`src/rtl/chip8_keypad_scanner_if.sv`:
```
// Purpose : signal bundle between the keypad scanner, the key matrix and the chip8 core.
// Ports   : col_drive (column strobes, active-low), row_sense (row returns, active-low),
//           clear_newest_key_down (core clear request), input_keys (debounced levels),
//           newest_key_down (latest pressed hex key, 16 = none).
//           master = scanner side, slave = matrix/core side.
interface chip8_keypad_scanner_if;
    logic [3:0]  col_drive;
    logic [3:0]  row_sense;
    logic        clear_newest_key_down;
    logic [15:0] input_keys;
    logic [4:0]  newest_key_down;

    modport master (
        output col_drive,
        output input_keys,
        output newest_key_down,
        input  row_sense,
        input  clear_newest_key_down
    );

    modport slave (
        input  col_drive,
        input  input_keys,
        input  newest_key_down,
        output row_sense,
        output clear_newest_key_down
    );
endinterface

```
`src/rtl/chip8_keypad_scanner.sv`:
```
// Purpose : scans a 4x4 CHIP-8 hex keypad, synchronises and debounces every key, and latches
//           the newest pressed key for the core's wait-for-key instruction.
// Ports   : clk, rst_n (async active-low); kp.master carries col_drive / row_sense /
//           clear_newest_key_down / input_keys / newest_key_down. All outputs are registered.
module chip8_keypad_scanner #(
    parameter int SCAN_DIV       = 16,
    parameter int DEBOUNCE_SCANS = 4
) (
    input  logic                   clk,
    input  logic                   rst_n,
    chip8_keypad_scanner_if.master kp
);

    localparam int             DW       = (SCAN_DIV > 1) ? $clog2(SCAN_DIV) : 1;
    localparam int             CW       = $clog2(DEBOUNCE_SCANS + 1);
    localparam logic [DW-1:0]  DIV_LAST = DW'(SCAN_DIV - 1);
    localparam logic [CW-1:0]  CNT_LAST = CW'(DEBOUNCE_SCANS - 1);
    localparam logic [4:0]     NO_KEY   = 5'd16;

    // Physical matrix position to hex key value.
    function automatic logic [3:0] key_of(input logic [1:0] r, input logic [1:0] c);
        logic [3:0] k;
        case ({r, c})
            4'h0: k = 4'h1;  4'h1: k = 4'h2;  4'h2: k = 4'h3;  4'h3: k = 4'hC;
            4'h4: k = 4'h4;  4'h5: k = 4'h5;  4'h6: k = 4'h6;  4'h7: k = 4'hD;
            4'h8: k = 4'h7;  4'h9: k = 4'h8;  4'hA: k = 4'h9;  4'hB: k = 4'hE;
            4'hC: k = 4'hA;  4'hD: k = 4'h0;  4'hE: k = 4'hB;  default: k = 4'hF;
        endcase
        return k;
    endfunction

    logic [DW-1:0] div_q, div_d;
    logic [1:0]    col_q, col_d;
    logic [3:0]    col_drive_q, col_drive_d;
    logic [3:0]    row_s1_q, row_s2_q;
    logic [15:0]   raw_q, raw_d;
    logic [15:0]   keys_q, keys_d;
    logic [CW-1:0] cnt_q [16];
    logic [CW-1:0] cnt_d [16];
    logic [4:0]    newest_q, newest_d;
    logic          clr_s1_q, clr_s2_q, clr_prev_q;

    logic          div_end;
    logic          frame_end;
    logic          clr_rise;
    logic [15:0]   press;

    assign div_end   = (div_q == DIV_LAST);
    assign frame_end = div_end && (col_q == 2'd3);
    assign clr_rise  = clr_s2_q && !clr_prev_q;

    // Scan sequencing: divider, column index and the strobe pattern for the next column.
    always_comb begin
        div_d       = div_q + DW'(1);
        col_d       = col_q;
        col_drive_d = col_drive_q;
        if (div_end) begin
            div_d       = '0;
            col_d       = col_q + 2'd1;
            col_drive_d = ~(4'b0001 << (col_q + 2'd1));
        end
    end

    // Raw frame capture. The column-3 capture is folded in combinationally so the
    // frame-completion debounce sees the full frame in the same cycle.
    always_comb begin
        raw_d = raw_q;
        if (div_end) begin
            for (int r = 0; r < 4; r++) begin
                raw_d[key_of(2'(r), col_q)] = ~row_s2_q[r];
            end
        end
    end

    // Per-key debounce: count consecutive disagreeing frames, flip on reaching the limit.
    always_comb begin
        keys_d = keys_q;
        for (int k = 0; k < 16; k++) begin
            cnt_d[k] = cnt_q[k];
            if (frame_end) begin
                if (raw_d[k] == keys_q[k]) begin
                    cnt_d[k] = '0;
                end else if (cnt_q[k] == CNT_LAST) begin
                    keys_d[k] = ~keys_q[k];
                    cnt_d[k]  = '0;
                end else begin
                    cnt_d[k] = cnt_q[k] + CW'(1);
                end
            end
        end
    end

    // Newest key: a press in this cycle overrides a coincident clear; the
    // descending loop leaves the lowest pressed index as the winner.
    always_comb begin
        press    = keys_d & ~keys_q;
        newest_d = newest_q;
        if (clr_rise) begin
            newest_d = NO_KEY;
        end
        for (int k = 15; k >= 0; k--) begin
            if (press[k]) begin
                newest_d = 5'(k);
            end
        end
    end

    always_ff @(posedge clk or negedge rst_n) begin
        if (!rst_n) begin
            div_q       <= '0;
            col_q       <= '0;
            col_drive_q <= 4'b1110;
            row_s1_q    <= '0;
            row_s2_q    <= '0;
            raw_q       <= '0;
            keys_q      <= '0;
            newest_q    <= NO_KEY;
            clr_s1_q    <= 1'b0;
            clr_s2_q    <= 1'b0;
            clr_prev_q  <= 1'b0;
            for (int k = 0; k < 16; k++) begin
                cnt_q[k] <= '0;
            end
        end else begin
            div_q       <= div_d;
            col_q       <= col_d;
            col_drive_q <= col_drive_d;
            row_s1_q    <= kp.row_sense;
            row_s2_q    <= row_s1_q;
            raw_q       <= raw_d;
            keys_q      <= keys_d;
            newest_q    <= newest_d;
            clr_s1_q    <= kp.clear_newest_key_down;
            clr_s2_q    <= clr_s1_q;
            clr_prev_q  <= clr_s2_q;
            for (int k = 0; k < 16; k++) begin
                cnt_q[k] <= cnt_d[k];
            end
        end
    end

    assign kp.col_drive       = col_drive_q;
    assign kp.input_keys      = keys_q;
    assign kp.newest_key_down = newest_q;

endmodule

```
`src/flat_wrapper.sv`:
```
// flat-port wrapper written by rule: the top's interface ports become plain ports
module chip8_keypad_scanner_flat 
#(
    parameter int SCAN_DIV       = 16,
    parameter int DEBOUNCE_SCANS = 4
)
  (clk, rst_n, kp_col_drive, kp_input_keys, kp_newest_key_down, kp_row_sense, kp_clear_newest_key_down);
  chip8_keypad_scanner_if kp_i ();
  input  logic clk;
  input  logic rst_n;
  output wire logic [$bits(kp_i.col_drive)-1:0] kp_col_drive;
  output wire logic [$bits(kp_i.input_keys)-1:0] kp_input_keys;
  output wire logic [$bits(kp_i.newest_key_down)-1:0] kp_newest_key_down;
  input wire logic [$bits(kp_i.row_sense)-1:0] kp_row_sense;
  input wire logic [$bits(kp_i.clear_newest_key_down)-1:0] kp_clear_newest_key_down;
  assign kp_col_drive = kp_i.col_drive;
  assign kp_input_keys = kp_i.input_keys;
  assign kp_newest_key_down = kp_i.newest_key_down;
  assign kp_i.row_sense = kp_row_sense;
  assign kp_i.clear_newest_key_down = kp_clear_newest_key_down;
  chip8_keypad_scanner #(.SCAN_DIV(SCAN_DIV), .DEBOUNCE_SCANS(DEBOUNCE_SCANS)) u_core (.clk(clk), .rst_n(rst_n), .kp(kp_i));
endmodule
```
`config.mk`:
```
export PLATFORM = sky130hd
export DESIGN_NAME = chip8_keypad_scanner_flat
export DESIGN_NICKNAME = d
export VERILOG_FILES = /design/src/rtl/chip8_keypad_scanner_if.sv /design/src/rtl/chip8_keypad_scanner.sv /design/src/flat_wrapper.sv
export SDC_FILE = /design/constraint.sdc
export NUM_CORES = 1
export LEC_CHECK = 0
export ABC_AREA = 1
export CAP_MARGIN = 25
export CORE_ASPECT_RATIO = 0.75
export CORE_MARGIN = 2
export CORE_UTILIZATION = 55
export DETAILED_ROUTE_END_ITERATION = 8
export PLACE_DENSITY = 0.75
export SLEW_MARGIN = 20
export SYNTH_ARGS = -nofsm -noshare
export SYNTH_HDL_FRONTEND = slang
export SYNTH_SLANG_ARGS = --single-unit
```
`constraint.sdc`:
```
create_clock -name clk -period 2.7 [get_ports clk]
set_input_delay 0.27 -clock clk [delete_from_list [all_inputs] [get_ports clk]]
set_output_delay 0.27 -clock clk [all_outputs]
set_load 0.05 [all_outputs]
```
==> flow_metrics.tcl, run 1 <==
set metrics [dict create \
    synth_cells 572 \
    switching_share 0.203 \
    ant_nets 0 \
    grt-ovfl-total 0 \
    dpl_cell_area_um2 5580 \
    area_growth_pct 18.3 \
    dp_slack_ns 0.0169 \
    synth_cell_type_count 36 \
    fin_area_um2 5990 \
    h-tree-depth 3 \
    avgSynthCellArea_um2 8.85 \
    p_sw_mw 0.618 \
    cts.sinks 106 \
    syn_nets 604 \
    cts_tree "built" \
    die_y_um 87.1 \
    die-area_um2 10000 \
    period_share 0.919 \
    vias 3789 \
    wirelength_mm 10.2 \
    core_um2 9010 \
    ioPinCount 32 \
    powerDensity_nw_per_um2 508 \
    grt_usage 0.226 \
    crit_path_end_kind "register" \
    antenna_cells 0 \
    p_leak_nw 2.94 \
    skew_ns 0.00870 \
    ys_seq_area_frac 0.525 \
    start_kind "register" \
    drt-pass1-iter-count 5 \
    yosys_warnings 0 \
    p_int_mw 2.42 \
    relSlewSlack 0.634 \
    grt_max_degree 65 \
    final_core_util 0.665 \
    synth_edf_count 0 \
    root_buffer "clkbuf_16" \
    ys_async_sr_fraction 1.00 \
    place.port_buffers 31 \
    period_needed_ns 2.48 \
    dp_hpwl_mm 7.18 \
    clk_path_buf_depth 2 \
    grt_pass1_vias 3735 \
    synth.cell_area_um2 5060 \
    setup_viol 0 \
    synth_top_area_cell "dfrtp_1" \
    crit_arrival_ns 2.72 \
    power_mw 3.04 \
    p_comb_frac 0.030 \
    synth_area_leaders "dfrtp_1 (50%), nand2_1 (11%), ha_1 (6.2%), inv_1 (5.9%), o21ai_0 (4.4%)" \
    fin_ws_ns 0.219 \
    nFillCells 700 \
    synth_flop_cell "dfrtp_1" \
    drtIter0Drc 223 \
    initial_core_util 0.562 \
    place.gp.congestion 0.921 \
    maxCapViolCount 0 \
    wl_per_cell_um 13.9 \
    crit_fanout 9 \
    max_freq_ghz 0.403 \
    path_clk_slew_ns 0.07 \
    clock_power_share 0.439 \
    synth_top_area_share 0.504 \
    clk_latency_ns 0.35 \
    p_seq_frac 0.532 \
    worst_pin_slew_ns 0.550 \
    viasPerCell 5.15 \
    die_w_um 115 \
    hold_class "reg2reg" \
    hold_violations 0 \
    drive_above_1_share 0.109 \
    status "finished clean" \
    final-max-slew-violation-count 0 \
    grt_pass1_wl_mm 17.3 \
    drc 0 \
    num_rows 30 \
    path_class "reg2reg" \
    required_ns 2.94 \
    numCtsBuffers 9 \
    antenna_found_initial 0 \
    synth-seq-cells 106 \
    final_nets 652 \
    irDropWorstVdd_mv 0.377 \
]
==> cell type report <==
class / instances / area, µm² / share of cell area
multi-input cells: 371 / 2070 / 0.346
flip-flops and latches: 106 / 2660 / 0.444
inverters: 84 / 320 / 0.0535
clock inverters: 2 / 35.0 / 0.00585
clock buffers: 13 / 270 / 0.0451
well taps: 112 / 140 / 0.0234
repair buffers: 48 / 493 / 0.0823
==> worst max-delay path, cell delays in order (launching register included) <==
cell	delay, ns
dfrtp_1	0.39
ha_1	0.24
nand2_2	0.13
nor2_8	0.05
inv_4	0.11
nor2_1	0.06
inv_2	0.17
nand2_1	0.09
o21ai_1	0.20
nand2_1	0.10
o21ai_1	0.14
nand2_1	0.12
nand2_1	0.11
nor2_1	0.06
nand2_1	0.10
nor2_1	0.05
nand2_1	0.06
inv_2	0.04
a22o_1	0.17
==> timing repair <==
action | CTS | global route
buffers inserted | 0 | 3
endpoints found under the setup margin | 0 | 5
endpoints found under the hold margin | 40 | 0
hold buffers | 1 | 0
gates resized for setup | 0 | 23
==> cells in the final DEF (no fill, tap or decap), types with 3 or more instances in the layout <==
cell type          n
inv_2              5
a32o_1             3
a21boi_0          10
nor2_2             4
buf_12             3
dfrtp_1          100
buf_4             13
clkbuf_16         10
nand2_2            3
nor3_2             4
nand4_1            6
nand3_1           19
o21ai_2            4
nor3_1             3
xnor2_1            3
ha_2               3
clkdlybuf4s50_1   30
o211ai_1           4
ha_1              22
clkbuf_8           3
nand2_1          141
o21a_1             6
dfstp_2            4
o21ai_1           12
inv_1             77
o21ai_0           40
nor2_1            39
xor2_1            15
a21oi_1           16
==> synthesized netlist by cell type (all sizes together), types with 3 or more instances <==
master,number
o211ai,4
xor2,15
nor3,7
a32o,3
a21boi,10
dfrtp,102
nor2,46
buf,5
ha,25
a21oi,17
dfstp,4
nand3,19
o21ai,56
inv,84
o21a,6
nand4,6
xnor2,3
clkbuf,6
nand2,144
==> routing by layer <==
layer / part of all wire / vias to the layer above / global-route usage
li1: - / 1917 / -
met2: 0.47 / 70 / 0.368
met4: 0.011 / 0 / 0.0624
met5: 0 / - / 0
met3: 0.042 / 11 / 0.0571
met1: 0.47 / 1791 / 0.304
==> cells by family (layout without fill, tap and decap cells) <==
| family | Yosys count | after routing | share of synthesized area |
|---|---|---|---|
| simple gates | 224 | 224 | 0.187 |
| flops | 106 | 106 | 0.525 |
| fa+ha+maj | 25 | 25 | 0.0618 |
| buf+inv | 95 | 147 | 0.0744 |
| compound gates | 104 | 104 | 0.121 |
| xor+xnor | 18 | 18 | 0.0311 |
==> power groups by stage <==
stage,Clock (mW),Combinational (mW),Sequential (mW)
after floorplan,0,0.0323,1.64
after global placement,0,0.0881,1.65
after detailed placement,0,0.0898,1.65
after CTS,1.36,0.0916,1.62
after global routing,1.43,0.105,1.62
final,1.33,0.0901,1.62
==> final timing paths <==
path,cells after the start,start,slack (ns),end
worst max-delay path,18,u_core.div_q[0],0.22,u_core.kp.newest_key_down[2]
worst min-delay path,0,u_core.clr_s1_q,0.34,u_core.clr_s2_q
worst max register to register,18,u_core.div_q[0],0.22,u_core.kp.newest_key_down[2]
worst min register to register,0,u_core.clr_s1_q,0.34,u_core.clr_s2_q
max in group asynchronous,3,rst_n,1.48,u_core.kp.newest_key_down[4]
min in group asynchronous,2,rst_n,0.46,u_core.kp.col_drive[0]
==> state kept, by name (all words and copies together), names as in the netlist <==
| name | flops |
|---|---|
| u_core.row_s1_q | 4 |
| u_core.clr_s1_q | 1 |
| u_core.clr_s2_q | 1 |
| u_core.raw_q | 16 |
| u_core.cnt_q | 48 |
| u_core.kp.input_keys | 16 |
| u_core.kp.newest_key_down | 5 |
| u_core.col_q | 2 |
| u_core.clr_prev_q | 1 |
| u_core.div_q | 4 |
| u_core.kp.col_drive | 4 |
| u_core.row_s2_q | 4 |
==> through the flow <==
step	hold WS [ns]	std cells	TNS (ns)
final	0.341	736	0
after CTS	0.345	732	0
after floorplan	-0.0256	572	0
after global routing	0.346	736	-0.00878
after global placement	0.288	716	0
after detailed placement	0.291	716	0
Power figures use the tool's default switching activity.
==> run 2: changes to the inputs <==
- SKIP_CTS_REPAIR_TIMING: unset -> 1
==> run 2 against run 1 <==
  * Flip-flop and latch count did not move
  * Combinational power barely moved
  * Critical path depth did not move
  * Maximum frequency fell by 1.2%
  * Die area did not move
  * Largest power group unchanged
  * Clock-buffer cell count did not move
  * Highest routed layer unchanged
  * Clock skew fell by 0.00078 ns
  * Wire length barely moved
  * First-iteration DRC count rose by 4.0%
==> flow_metrics.tcl, run 2 (synthesis results as in run 1) <==
set metrics [dict create \
    period_needed_ns 2.51 \
    p_comb_frac 0.030 \
    final-max-slew-violation-count 0 \
    clk_latency_ns 0.35 \
    crit_path_frequent_cell "nand2_1" \
    largest_reg_flops 48 \
    crit_fanout 9 \
    p_int_mw 2.42 \
    hold_violations 0 \
    grt_use_met3 0.0571 \
    path_clk_slew_ns 0.07 \
    regArea_um2 2660 \
    wirelength_mm 10.2 \
    die-area_um2 10000 \
    vias 3775 \
    relSlewSlack 0.634 \
    ant_nets 0 \
    final_common_cell "nand2_1" \
    initial_core_util 0.562 \
    core_um2 9010 \
    clk_path_buf_depth 2 \
    period_share 0.930 \
    num_rows 30 \
    hold_class "reg2reg" \
    drtIter0Drc 232 \
    place.gp.congestion 0.921 \
    fin_hold_ws_ns 0.342 \
    numCtsBuffers 9 \
    place.port_buffers 31 \
    multi_input_area_um2 2070 \
    grt_pass1_vias 3735 \
    h-tree-depth 3 \
    p_sw_mw 0.617 \
    antenna_found_initial 0 \
    area_growth_pct 18.3 \
    worst_pin_slew_ns 0.548 \
    nFillCells 700 \
    crit_path_end_kind "register" \
    grt-busiest-layer "met2" \
    drt-pass1-iter-count 5 \
    drive_above_1_share 0.109 \
    cts.sinks 106 \
    irDropWorstVdd_mv 0.376 \
    cp_cell_sequence "ha_1, nand2_2, nor2_8, inv_4, nor2_1, inv_2, nand2_1, o21ai_1, nand2_1, o21ai_1, nand2_1, nand2_1, nor2_1, nand2_1, nor2_1, nand2_1, inv_2, a22o_1" \
    required_ns 2.94 \
    grt.met2_usage 0.368 \
    antenna_cells 0 \
    critical_path_buf_inv_count 3 \
    final_core_util 0.665 \
    p_leak_nw 2.94 \
    maxCapViolCount 0 \
    setup_viol 0 \
    die_w_um 115 \
    wl_per_cell_um 13.9 \
    status "finished clean" \
    fin_ws_ns 0.188 \
    ioPinCount 32 \
    switching_share 0.203 \
    crit_arrival_ns 2.75 \
    final_nets 652 \
    p_seq_frac 0.532 \
    grt_usage 0.226 \
    grt_pass1_wl_mm 17.3 \
    max_freq_ghz 0.398 \
    grt_use_met1 0.304 \
    crit_slowest_cell "dfrtp_1" \
    cp_top_family "simple AND/OR/NAND/NOR gates" \
    die_y_um 87.1 \
    cts_tree "built" \
    dp_slack_ns 0.0169 \
    drc 0 \
    final_cell_mix "nand2_1 (141), dfrtp_1 (100), inv_1 (77), o21ai_0 (40), nor2_1 (39)" \
    grt_max_degree 65 \
    root_buffer "clkbuf_16" \
    clock_power_share 0.438 \
    skew_ns 0.00792 \
    top_register "u_core.cnt_q" \
    dp_hpwl_mm 7.18 \
    start_kind "register" \
    path_class "reg2reg" \
    grt-ovfl-total 0 \
    powerDensity_nw_per_um2 508 \
    cp_slowest_stage_delay_ns 0.39 \
    viasPerCell 5.13 \
]
-- run 2: path summary, 6_finish.rpt --
| kind | depth (start not counted) | to | start | slack [ns] |
|---|---|---|---|---|
| max in group asynchronous | 3 | u_core.kp.newest_key_down[4] | rst_n | 1.48 |
| setup reg to reg | 18 | u_core.kp.newest_key_down[2] | u_core.div_q[0] | 0.19 |
| min in group asynchronous | 2 | u_core.kp.col_drive[0] | rst_n | 0.46 |
| hold reg to reg | 0 | u_core.clr_s2_q | u_core.clr_s1_q | 0.34 |
| setup / recovery | 18 | u_core.kp.newest_key_down[2] | u_core.div_q[0] | 0.19 |
| hold / removal | 0 | u_core.clr_s2_q | u_core.clr_s1_q | 0.34 |
-- run 2: cell type report --
type | count | area share
multi-input combinational | 371 | 0.346
inverter | 84 | 0.0535
sequential | 106 | 0.444
clock buffer | 13 | 0.0451
clock inverter | 2 | 0.00585
timing repair buffer | 48 | 0.0823
tap | 112 | 0.0234
-- run 2: worst register-to-register path, cell delays in order (launching register included) --
cell	delay, ns
dfrtp_1	0.39
ha_1	0.24
nand2_2	0.13
nor2_8	0.05
inv_4	0.11
nor2_1	0.06
inv_2	0.17
nand2_1	0.10
o21ai_1	0.21
nand2_1	0.10
o21ai_1	0.14
nand2_1	0.12
nand2_1	0.11
nor2_1	0.06
nand2_1	0.10
nor2_1	0.05
nand2_1	0.06
inv_2	0.04
a22o_1	0.17
-- run 2: through the flow --
stage | area, µm² | TNS [ns] | power (mW) | cells
3_3_place_gp | 5580 | 0 | 1.73 | 716
2_1_floorplan | 5060 | 0 | 1.67 | 572
5_1_grt | 5990 | -0.00878 | 3.15 | 736
3_5_place_dp | 5580 | 0 | 1.74 | 716
4_1_cts | 5890 | 0 | 3.07 | 731
6_report | 5990 | 0 | 3.04 | 736
-- run 2: routing by layer --
metal / share of wire / vias up
met3: 0.039 / 11
li1: - / 1914
met4: 0.011 / 0
met5: 0 / -
met1: 0.48 / 1793
met2: 0.47 / 57
-- run 2: power groups by stage --
| stage | Sequential, mW | Clock (mW) | Combinational (mW) |
|---|---|---|---|
| detailed placement | 1.65 | 0 | 0.0898 |
| finish | 1.62 | 1.33 | 0.0903 |
| global route | 1.62 | 1.43 | 0.105 |
| CTS | 1.62 | 1.36 | 0.0904 |
| floorplan | 1.64 | 0 | 0.0323 |
| global placement | 1.65 | 0 | 0.0881 |
==> run 3: changes to the inputs <==
- CTS_BUF_LIST: unset -> sky130_fd_sc_hd__clkbuf_4
==> run 3 against run 2 <==
  * Non-clock buffer count fell by 1
  * Register-to-register slack improved by 0.02 ns
  * Sequential share of layout area up 1.5 points
  * First-iteration DRC count down 27%
  * Cell count decreased by 0.14%
  * Global-route usage down 0.29 points
  * Worst setup slack gained 0.017 ns
  * Wire length barely moved
  * Utilization down 2.2 points
  * Maximum frequency rose by 0.67%
  * Via count is 1.8% higher
  * Design area shrank 3.3%
==> flow_metrics.tcl, run 3 (synthesis results as in run 1) <==
set metrics [dict create \
    status "finished clean" \
    grt_usage 0.223 \
    period_share 0.924 \
    critical_path_buf_inv_count 3 \
    dp_cells 716 \
    grt_pass1_wl_mm 17.2 \
    wl_per_cell_um 13.9 \
    ant_nets 0 \
    hold_violations 0 \
    crit_arrival_ns 2.87 \
    viasPerCell 5.23 \
    skew_ns 0.0235 \
    crit_path_end_kind "register" \
    clk_latency_ns 0.47 \
    multi_input_area_um2 2060 \
    clk_path_buf_depth 2 \
    setup_viol 0 \
    initial_core_util 0.562 \
    wl_met2_mm 4.90 \
    drt-pass1-iter-count 5 \
    worstHoldPathCells 1 \
    reg2reg_depth 24 \
    drive_above_1_share 0.0995 \
    period_needed_ns 2.49 \
    final_cell_mix "nand2_1 (141), dfrtp_1 (100), inv_1 (77), o21ai_0 (41), nor2_1 (40)" \
    cts_tree "built" \
    wirelength_mm 10.2 \
    met3WireLength_um 465 \
    die_w_um 115 \
    root_buffer "clkbuf_4" \
    num_rows 30 \
    ioPinCount 32 \
    place.port_buffers 31 \
    top_register "u_core.cnt_q" \
    grt_max_degree 65 \
    relSlewSlack 0.628 \
    final-max-slew-violation-count 0 \
    die-area_um2 10000 \
    r2r_slack_ns 0.21 \
    final_nets 651 \
    top_layer "met4" \
    cts.sinks 106 \
    irDropWorstVdd_mv 0.299 \
    grt_pass1_vias 3706 \
    vias 3843 \
    numCtsBuffers 9 \
    crit_slowest_cell "dfrtp_2" \
    crit_cells 24 \
    cp_top_family "simple AND/OR/NAND/NOR gates" \
    cp_cell_sequence "ha_1, inv_1, nor2_8, inv_4, buf_12, nand2_1, o21ai_1, nand2_1, o21ai_1, nand2_1, nand2_1, nand2_1, nand2_1, nand2_1, nand2_1, nand2_1, nand2_1, nand2_1, nand2_1, nand2_1, nand2_1, nand2_1, nand2_1, nand2_1" \
    h-tree-depth 3 \
    core_um2 9010 \
    crit_path_frequent_cell "nand2_1" \
    path_clk_slew_ns 0.15 \
    place.gp.congestion 0.921 \
    dp_hpwl_mm 7.18 \
    final_common_cell "nand2_1" \
    cp_slowest_stage_delay_ns 0.47 \
    drtIter0Drc 169 \
    path_class "reg2reg" \
    m1WireLength_mm 4.76 \
    tns_ns 0 \
    die_y_um 87.1 \
    start_kind "register" \
    power_mw 2.47 \
    maxCapViolCount 0 \
    powerDensity_nw_per_um2 426 \
    regArea_um2 2660 \
    grt-ovfl-total 0 \
    hold_class "in2reg" \
    antenna_cells 0 \
    worst_pin_slew_ns 0.558 \
    antenna_found_initial 0 \
    nFillCells 736 \
    drc 0 \
    largest_reg_flops 48 \
    required_ns 3.07 \
    p_leak_nw 2.85 \
    area_growth_pct 14.4 \
    crit_fanout 14 \
    max_freq_ghz 0.401 \
    stdcell_count 735 \
]
## run 3: through the flow
step / util / area (µm²) / worst slack, ns / hold slack, ns
floorplan: - / 5060 / 0.401 / -0.0256
global placement: 0.619 / 5580 / 0.205 / 0.288
detailed placement: 0.619 / 5580 / 0.0169 / 0.291
CTS: 0.633 / 5700 / 0.0106 / -0.226
global route: 0.643 / 5790 / -0.00661 / 0.200
finish: 0.643 / 5790 / 0.205 / 0.223
## run 3: final timing paths
check | startpoint | endpoint
setup reg to reg | u_core.col_q[0] | u_core.kp.newest_key_down[0]
setup / recovery | u_core.col_q[0] | u_core.kp.newest_key_down[0]
hold / removal | kp_row_sense[1] | u_core.row_s1_q[1]
hold reg to reg | u_core.clr_s1_q | u_core.clr_s2_q
max in group asynchronous | rst_n | u_core.kp.newest_key_down[4]
min in group asynchronous | rst_n | u_core.cnt_q[33]
## run 3: cell type report
class,count,share of cell area
clock buffer,10,0.0130
clock inverter,5,0.00799
inverter,84,0.0553
multi-input combinational,371,0.356
sequential,106,0.459
tap,112,0.0242
timing repair buffer,47,0.0838
## run 3: where the power goes
group	total, mW	switching (mW)	internal (mW)
combinational	0.0902	0.0595	0.0306
sequential	1.62	0.0125	1.61
clock	0.759	0.480	0.279
total	2.47	0.552	1.91
## run 3: worst reg2reg max path, stage by stage (launching register included)
cell,delay [ns]
dfrtp_2,0.47
ha_1,0.27
inv_1,0.18
nor2_8,0.07
inv_4,0.10
buf_12,0.15
nand2_1,0.06
o21ai_1,0.12
nand2_1,0.08
o21ai_1,0.11
nand2_1,0.10
nand2_1,0.08
nand2_1,0.05
nand2_1,0.05
nand2_1,0.05
nand2_1,0.05
nand2_1,0.05
nand2_1,0.05
nand2_1,0.04
nand2_1,0.05
nand2_1,0.05
nand2_1,0.05
nand2_1,0.05
nand2_1,0.05
nand2_1,0.04
## run 3: routing by layer
metal	vias to the layer above	track usage
met1	1842	0.298
met3	10	0.0550
met5	-	0
li1	1910	-
met4	0	0.0570
met2	81	0.369
